--- src/rtl/axis_rr_arbiter_pkg.sv ---
// Shared definitions for the AXI-stream arbiter tree: FSM state encodings
// and the index-width helper used to size source IDs.
package axis_arb_defs;

    typedef enum logic {
        ST_IDLE  = 1'b0,
        ST_GRANT = 1'b1
    } arb_state_e;

    // Width needed to index n items; never narrower than one bit.
    function automatic int id_width(input int n);
        return (n > 1) ? $clog2(n) : 1;
    endfunction

endpackage

--- src/rtl/axis_rr_arbiter_pick.sv ---
// Combinational round-robin pick: first asserted request at or after ptr,
// wrapping modulo N (N need not be a power of two).
module rr_priority_pick #(
    parameter int N    = 4,
    parameter int ID_W = 2
) (
    input  logic [N-1:0]    req,
    input  logic [ID_W-1:0] ptr,
    output logic [ID_W-1:0] sel,
    output logic            any
);

    logic [ID_W:0] scan_idx;

    always_comb begin
        sel      = '0;
        any      = 1'b0;
        scan_idx = '0;
        for (int k = 0; k < N; k++) begin
            scan_idx = {1'b0, ptr} + (ID_W+1)'(k);
            if (scan_idx >= (ID_W+1)'(N)) begin
                scan_idx = scan_idx - (ID_W+1)'(N);
            end
            if (!any && req[scan_idx[ID_W-1:0]]) begin
                any = 1'b1;
                sel = scan_idx[ID_W-1:0];
            end
        end
    end

endmodule

--- src/rtl/axis_rr_arbiter.sv ---
// Packet-aware round-robin arbiter sharing one AXI-stream output between N
// requesters, with a registered output stage that tags each beat with its source.
module axis_rr_arbiter
    import axis_arb_defs::*;
#(
    parameter int N           = 4,
    parameter int WIDTH       = 32,
    parameter bit PACKET_MODE = 1'b1,
    parameter int BURST_MAX   = 16,
    localparam int ID_W       = id_width(N)
) (
    input  logic                 clk,
    input  logic                 rst_n,
    input  logic [N*WIDTH-1:0]   s_rx_tdata,
    input  logic [N-1:0]         s_rx_tvalid,
    input  logic [N-1:0]         s_rx_tlast,
    output logic [N-1:0]         s_rx_tready,
    output logic [WIDTH-1:0]     m_tx_tdata,
    output logic                 m_tx_tlast,
    output logic [ID_W-1:0]      m_tx_tid,
    output logic                 m_tx_tvalid,
    input  logic                 m_tx_tready,
    output logic                 grant_active,
    output logic [ID_W-1:0]      grant_id
);

    localparam int              CNT_W       = id_width(BURST_MAX + 1);
    localparam bit              HAS_CAP     = (BURST_MAX > 0);
    localparam bit              SINGLE_BEAT = !PACKET_MODE && (BURST_MAX == 0);
    localparam logic [CNT_W-1:0] CAP_LAST   = CNT_W'((BURST_MAX > 0) ? BURST_MAX - 1 : 0);

    arb_state_e         state_q, state_d;
    logic [ID_W-1:0]    rr_ptr_q, rr_ptr_d;
    logic [ID_W-1:0]    grant_id_q, grant_id_d;
    logic [CNT_W-1:0]   beat_cnt_q, beat_cnt_d;
    logic [WIDTH-1:0]   m_tx_tdata_q, m_tx_tdata_d;
    logic               m_tx_tlast_q, m_tx_tlast_d;
    logic [ID_W-1:0]    m_tx_tid_q, m_tx_tid_d;
    logic               m_tx_tvalid_q, m_tx_tvalid_d;

    logic [ID_W-1:0]    pick_sel;
    logic               pick_any;
    logic               out_ready;
    logic               g_valid;
    logic               g_last;
    logic [WIDTH-1:0]   g_data;
    logic               accept;
    logic               cap_hit;
    logic               release_grant;

    rr_priority_pick #(
        .N    (N),
        .ID_W (ID_W)
    ) u_pick (
        .req  (s_rx_tvalid),
        .ptr  (rr_ptr_q),
        .sel  (pick_sel),
        .any  (pick_any)
    );

    assign out_ready = !m_tx_tvalid_q || m_tx_tready;

    // Mux the granted source onto a single lane; only that source sees ready.
    always_comb begin
        g_valid     = 1'b0;
        g_last      = 1'b0;
        g_data      = '0;
        s_rx_tready = '0;
        for (int i = 0; i < N; i++) begin
            if (grant_id_q == ID_W'(i)) begin
                g_valid = s_rx_tvalid[i];
                g_last  = s_rx_tlast[i];
                g_data  = s_rx_tdata[i*WIDTH +: WIDTH];
                if (state_q == ST_GRANT) begin
                    s_rx_tready[i] = out_ready;
                end
            end
        end
    end

    always_comb begin
        accept        = (state_q == ST_GRANT) && g_valid && out_ready;
        cap_hit       = HAS_CAP && (beat_cnt_q == CAP_LAST);
        release_grant = 1'b0;
        state_d       = state_q;
        rr_ptr_d      = rr_ptr_q;
        grant_id_d    = grant_id_q;
        beat_cnt_d    = beat_cnt_q;

        case (state_q)
            ST_IDLE: begin
                if (pick_any) begin
                    grant_id_d = pick_sel;
                    beat_cnt_d = '0;
                    state_d    = ST_GRANT;
                end
            end
            ST_GRANT: begin
                if (accept) begin
                    beat_cnt_d = beat_cnt_q + 1'b1;
                    if ((PACKET_MODE && g_last) || cap_hit || SINGLE_BEAT) begin
                        release_grant = 1'b1;
                    end
                end
                // Without packet framing a stalled source gives up its slot.
                if (!PACKET_MODE && !g_valid) begin
                    release_grant = 1'b1;
                end
                if (release_grant) begin
                    rr_ptr_d = (grant_id_q == ID_W'(N - 1)) ? '0 : grant_id_q + 1'b1;
                    state_d  = ST_IDLE;
                end
            end
            default: begin
                state_d = ST_IDLE;
            end
        endcase
    end

    always_comb begin
        m_tx_tdata_d  = m_tx_tdata_q;
        m_tx_tlast_d  = m_tx_tlast_q;
        m_tx_tid_d    = m_tx_tid_q;
        m_tx_tvalid_d = m_tx_tvalid_q;
        if (accept) begin
            m_tx_tdata_d  = g_data;
            m_tx_tlast_d  = g_last || cap_hit;
            m_tx_tid_d    = grant_id_q;
            m_tx_tvalid_d = 1'b1;
        end else if (m_tx_tready) begin
            m_tx_tvalid_d = 1'b0;
        end
    end

    always_ff @(posedge clk or negedge rst_n) begin
        if (!rst_n) begin
            state_q       <= ST_IDLE;
            rr_ptr_q      <= '0;
            grant_id_q    <= '0;
            beat_cnt_q    <= '0;
            m_tx_tdata_q  <= '0;
            m_tx_tlast_q  <= 1'b0;
            m_tx_tid_q    <= '0;
            m_tx_tvalid_q <= 1'b0;
        end else begin
            state_q       <= state_d;
            rr_ptr_q      <= rr_ptr_d;
            grant_id_q    <= grant_id_d;
            beat_cnt_q    <= beat_cnt_d;
            m_tx_tdata_q  <= m_tx_tdata_d;
            m_tx_tlast_q  <= m_tx_tlast_d;
            m_tx_tid_q    <= m_tx_tid_d;
            m_tx_tvalid_q <= m_tx_tvalid_d;
        end
    end

    assign m_tx_tdata   = m_tx_tdata_q;
    assign m_tx_tlast   = m_tx_tlast_q;
    assign m_tx_tid     = m_tx_tid_q;
    assign m_tx_tvalid  = m_tx_tvalid_q;
    assign grant_active = (state_q == ST_GRANT);
    assign grant_id     = grant_id_q;

endmodule

--- config.mk ---
export PLATFORM = sky130hd
export DESIGN_NAME = axis_rr_arbiter
export DESIGN_NICKNAME = d
export VERILOG_FILES = /design/src/rtl/axis_rr_arbiter_pkg.sv /design/src/rtl/axis_rr_arbiter_pick.sv /design/src/rtl/axis_rr_arbiter.sv
export SDC_FILE = /design/constraint.sdc
export NUM_CORES = 1
export LEC_CHECK = 0
export CORE_MARGIN = 2
export CORE_UTILIZATION = 40
export DETAILED_ROUTE_END_ITERATION = 12
export GPL_TIMING_DRIVEN = 0
export PLACE_DENSITY = 0.95
export SYNTH_ARGS = -nofsm -noshare
export SYNTH_HDL_FRONTEND = slang
export SYNTH_HIERARCHICAL = 1
export SYNTH_SLANG_ARGS = --single-unit
--- constraint.sdc ---
create_clock -name clk -period 5.8 [get_ports clk]
set_input_delay 0.58 -clock clk [delete_from_list [all_inputs] [get_ports clk]]
set_output_delay 0.58 -clock clk [all_outputs]
set_load 0.02 [all_outputs]
==> reports/results.ini <==
[logic_synthesis]
synth_seq_cells=46
seq_area_frac_synth=0.403
ys.flop_type=dfrtp_1
avgSynthCellArea_um2=8.21
asyncSetResetFlopFracSynth=1.00
synth.area.top_cells=dfrtp_1, a221oi_1, nor2b_1
synth_nets=493
ys_warn_count=6
yosys.area.top_type=dfrtp_1
synth_top_area_frac=0.403
synth_cell_types=32
netlist_area_um2=2860
synth_edf_count=0
syn_inst=348

[timing]
setup_tns_ps=0
setup_viol_count_final=0
period_needed_ps=3460
layout_setup_ws_ps=2340
fin_crit_sh=0.596
final_hold_viol_count=0
fmax_mhz=289
relSlewSlack=0.527
worst_pin_slew_ps=700
clock_skew_ps=4.62
drv_slew=0
rsz0062_at_grt=false

[power_and_ir_drop]
p_clk_frac=0.118
power.switching_mw=1.16
p_int_mw=1.37
p_seq_frac=0.221
combPwrFrac=0.662
p_per_area_nw_per_um2=510
peakVddDrop_v=0.000207
p_leak_nw=1.96
switching_share=0.458

[floorplan]
rows=30
initial_core_util=0.416
die_area_um2=7830
ios=182
chipHeight_um=88.5
fp.dieW_um=88.5
core-area_um2=6870

[critical_path]
crit_family=buffers and inverters
crit_required_ps=5220
cp-end-kind=output port
crit_slowest_cell=clkdlybuf4s50_1
slowest_delay_ps=610
critPathKind=reg2out
startpoint_type=flop
crit_chain=inv_1 > ha_1 > clkbuf_1 > clkbuf_1 > and3_1 > clkdlybuf4s50_1
worstPathMaxFanout=10
critPathBufInv=4
r2r_slack_ps=3220
crit_top_cell=clkbuf_1
cp.arrival_ps=2880

[place]
dp_hpwl_um=9040
pre_cts_ws_ps=2690
port_buffers=181
placed_cells=626
place_congestion=0.848

[clocking]
clock_latency_ps=300
root_buffer=clkbuf_8
h-tree-depth=2
cts_num_sinks=46
cts_repair_resize_count=0
cts_tree=done
clk_pin_slew_ps=90
postCtsSetupBuffers=0
clock_path_buffers=2
cts_buffers=5
cts_hold_buf=0

[detailed_routing]
drt_iter0_drc=112
ant_nets=0
first_pass_iters=4
wl_per_cell_um=17.7
wl_met2_um=5870
drt-met1-wl_um=4150
wl_um=11200
vias=3524
vias_per_cell=5.56
routed.top_layer=met4
met3_length_um=750
drc=0

[global_route]
grt_usage=0.293
grt_max_degree=32
grt_pass1_wl_um=17600
gr-total-overflow=0
grt_pass1_vias=3778
antenna_found_initial=0

[layout]
nets=682
final_cell_mix=clkdlybuf4s50_1, dfrtp_1, nand2_1
syn_to_final_growth_pct=73.1
layout-drive-gt1-share=0.0409
instances_no_fill=634
n_antenna_cell=0
mostFrequentLayoutCell=clkdlybuf4s50_1
final_util=0.720

[run]
cap_violations=0

[outcome]
outcome=completed

[worst_hold_path]
hold_path.class=in2async

worst paths after layout:
| path | startpoint | end | cells after the start |
|---|---|---|---|
| worst min register to register | m_tx_tdata[14]$_DFFE_PN0P_ | m_tx_tdata[14]$_DFFE_PN0P_ | 2 |
| worst max-delay path | grant_id[0]$_DFFE_PN0P_ | s_rx_tready[2] | 6 |
| min in group clk | m_tx_tdata[14]$_DFFE_PN0P_ | m_tx_tdata[14]$_DFFE_PN0P_ | 2 |
| worst min-delay path | rst_n | m_tx_tdata[28]$_DFFE_PN0P_ | 1 |
| worst max register to register | grant_id[0]$_DFFE_PN0P_ | beat_cnt_q[0]$_DFFE_PN0P_ | 10 |
| max in group asynchronous | rst_n | m_tx_tdata[31]$_DFFE_PN0P_ | 2 |
cells in the mapped netlist (all sizes together), types with 2 or more instances:
| cell type | count |
|---|---|
| a21oi | 38 |
| a221o | 2 |
| a221oi | 33 |
| and3 | 4 |
| buf | 6 |
| clkbuf | 27 |
| dfrtp | 46 |
| ha | 6 |
| inv | 11 |
| mux2 | 3 |
| nand2 | 40 |
| nand2b | 4 |
| nand3 | 9 |
| nand3b | 2 |
| nor2 | 6 |
| nor2b | 33 |
| nor3 | 31 |
| o21ai | 38 |
state kept, by name (all words and copies together), names as in the netlist:
signal and cells:
m_tx_tid 2, beat_cnt_q 5, grant_active 1, m_tx_tlast 1, grant_id 2, rr_ptr_q 2
m_tx_tvalid 1, m_tx_tdata 32
layer usage:
metal | vias up | track usage
met5 | - | 0
met4 | 0 | 0.145
met3 | 42 | 0.0690
met2 | 178 | 0.532
met1 | 1669 | 0.320
li1 | 1635 | -
stage by stage:
| stage | hold WS, ps | instance area, um^2 | power (mW) |
|---|---|---|---|
| after floorplan | 284 | 2860 | 1.56 |
| after global placement | 460 | 4790 | 2.15 |
| after detailed placement | 469 | 4800 | 2.23 |
| after CTS | 197 | 4950 | 2.52 |
| after global routing | 202 | 4950 | 2.73 |
| final | 190 | 4950 | 2.52 |
power groups by stage:
stage	logic, mW	registers (mW)	clock network (mW)
5_1_grt	1.84	0.575	0.315
2_1_floorplan	0.872	0.686	0
6_report	1.67	0.557	0.297
4_1_cts	1.67	0.556	0.298
3_5_place_dp	1.67	0.562	0
3_3_place_gp	1.60	0.549	0
cells by family after synthesis:
group | Yosys count | share of synthesized area
buf+inv | 44 | 0.0635
fa+ha+maj | 6 | 0.0263
xor+xnor | 1 | 0.00307
compound gates | 117 | 0.261
simple gates | 131 | 0.231
flops | 46 | 0.403
mux | 3 | 0.0118
final cells by class:
| type | instances | area, um^2 |
|---|---|---|
| plain buffers | 33 | 140 |
| clock buffers | 6 | 82.6 |
| clock inverters | 2 | 60.1 |
| fillers | 538 | 1920 |
| inverters | 11 | 41.3 |
| multi-input cells | 258 | 1520 |
| flip-flops and latches | 46 | 1150 |
| well taps | 96 | 120 |
| repair buffers | 182 | 1830 |
No activity file was read; power rests on OpenSTA's default activity.
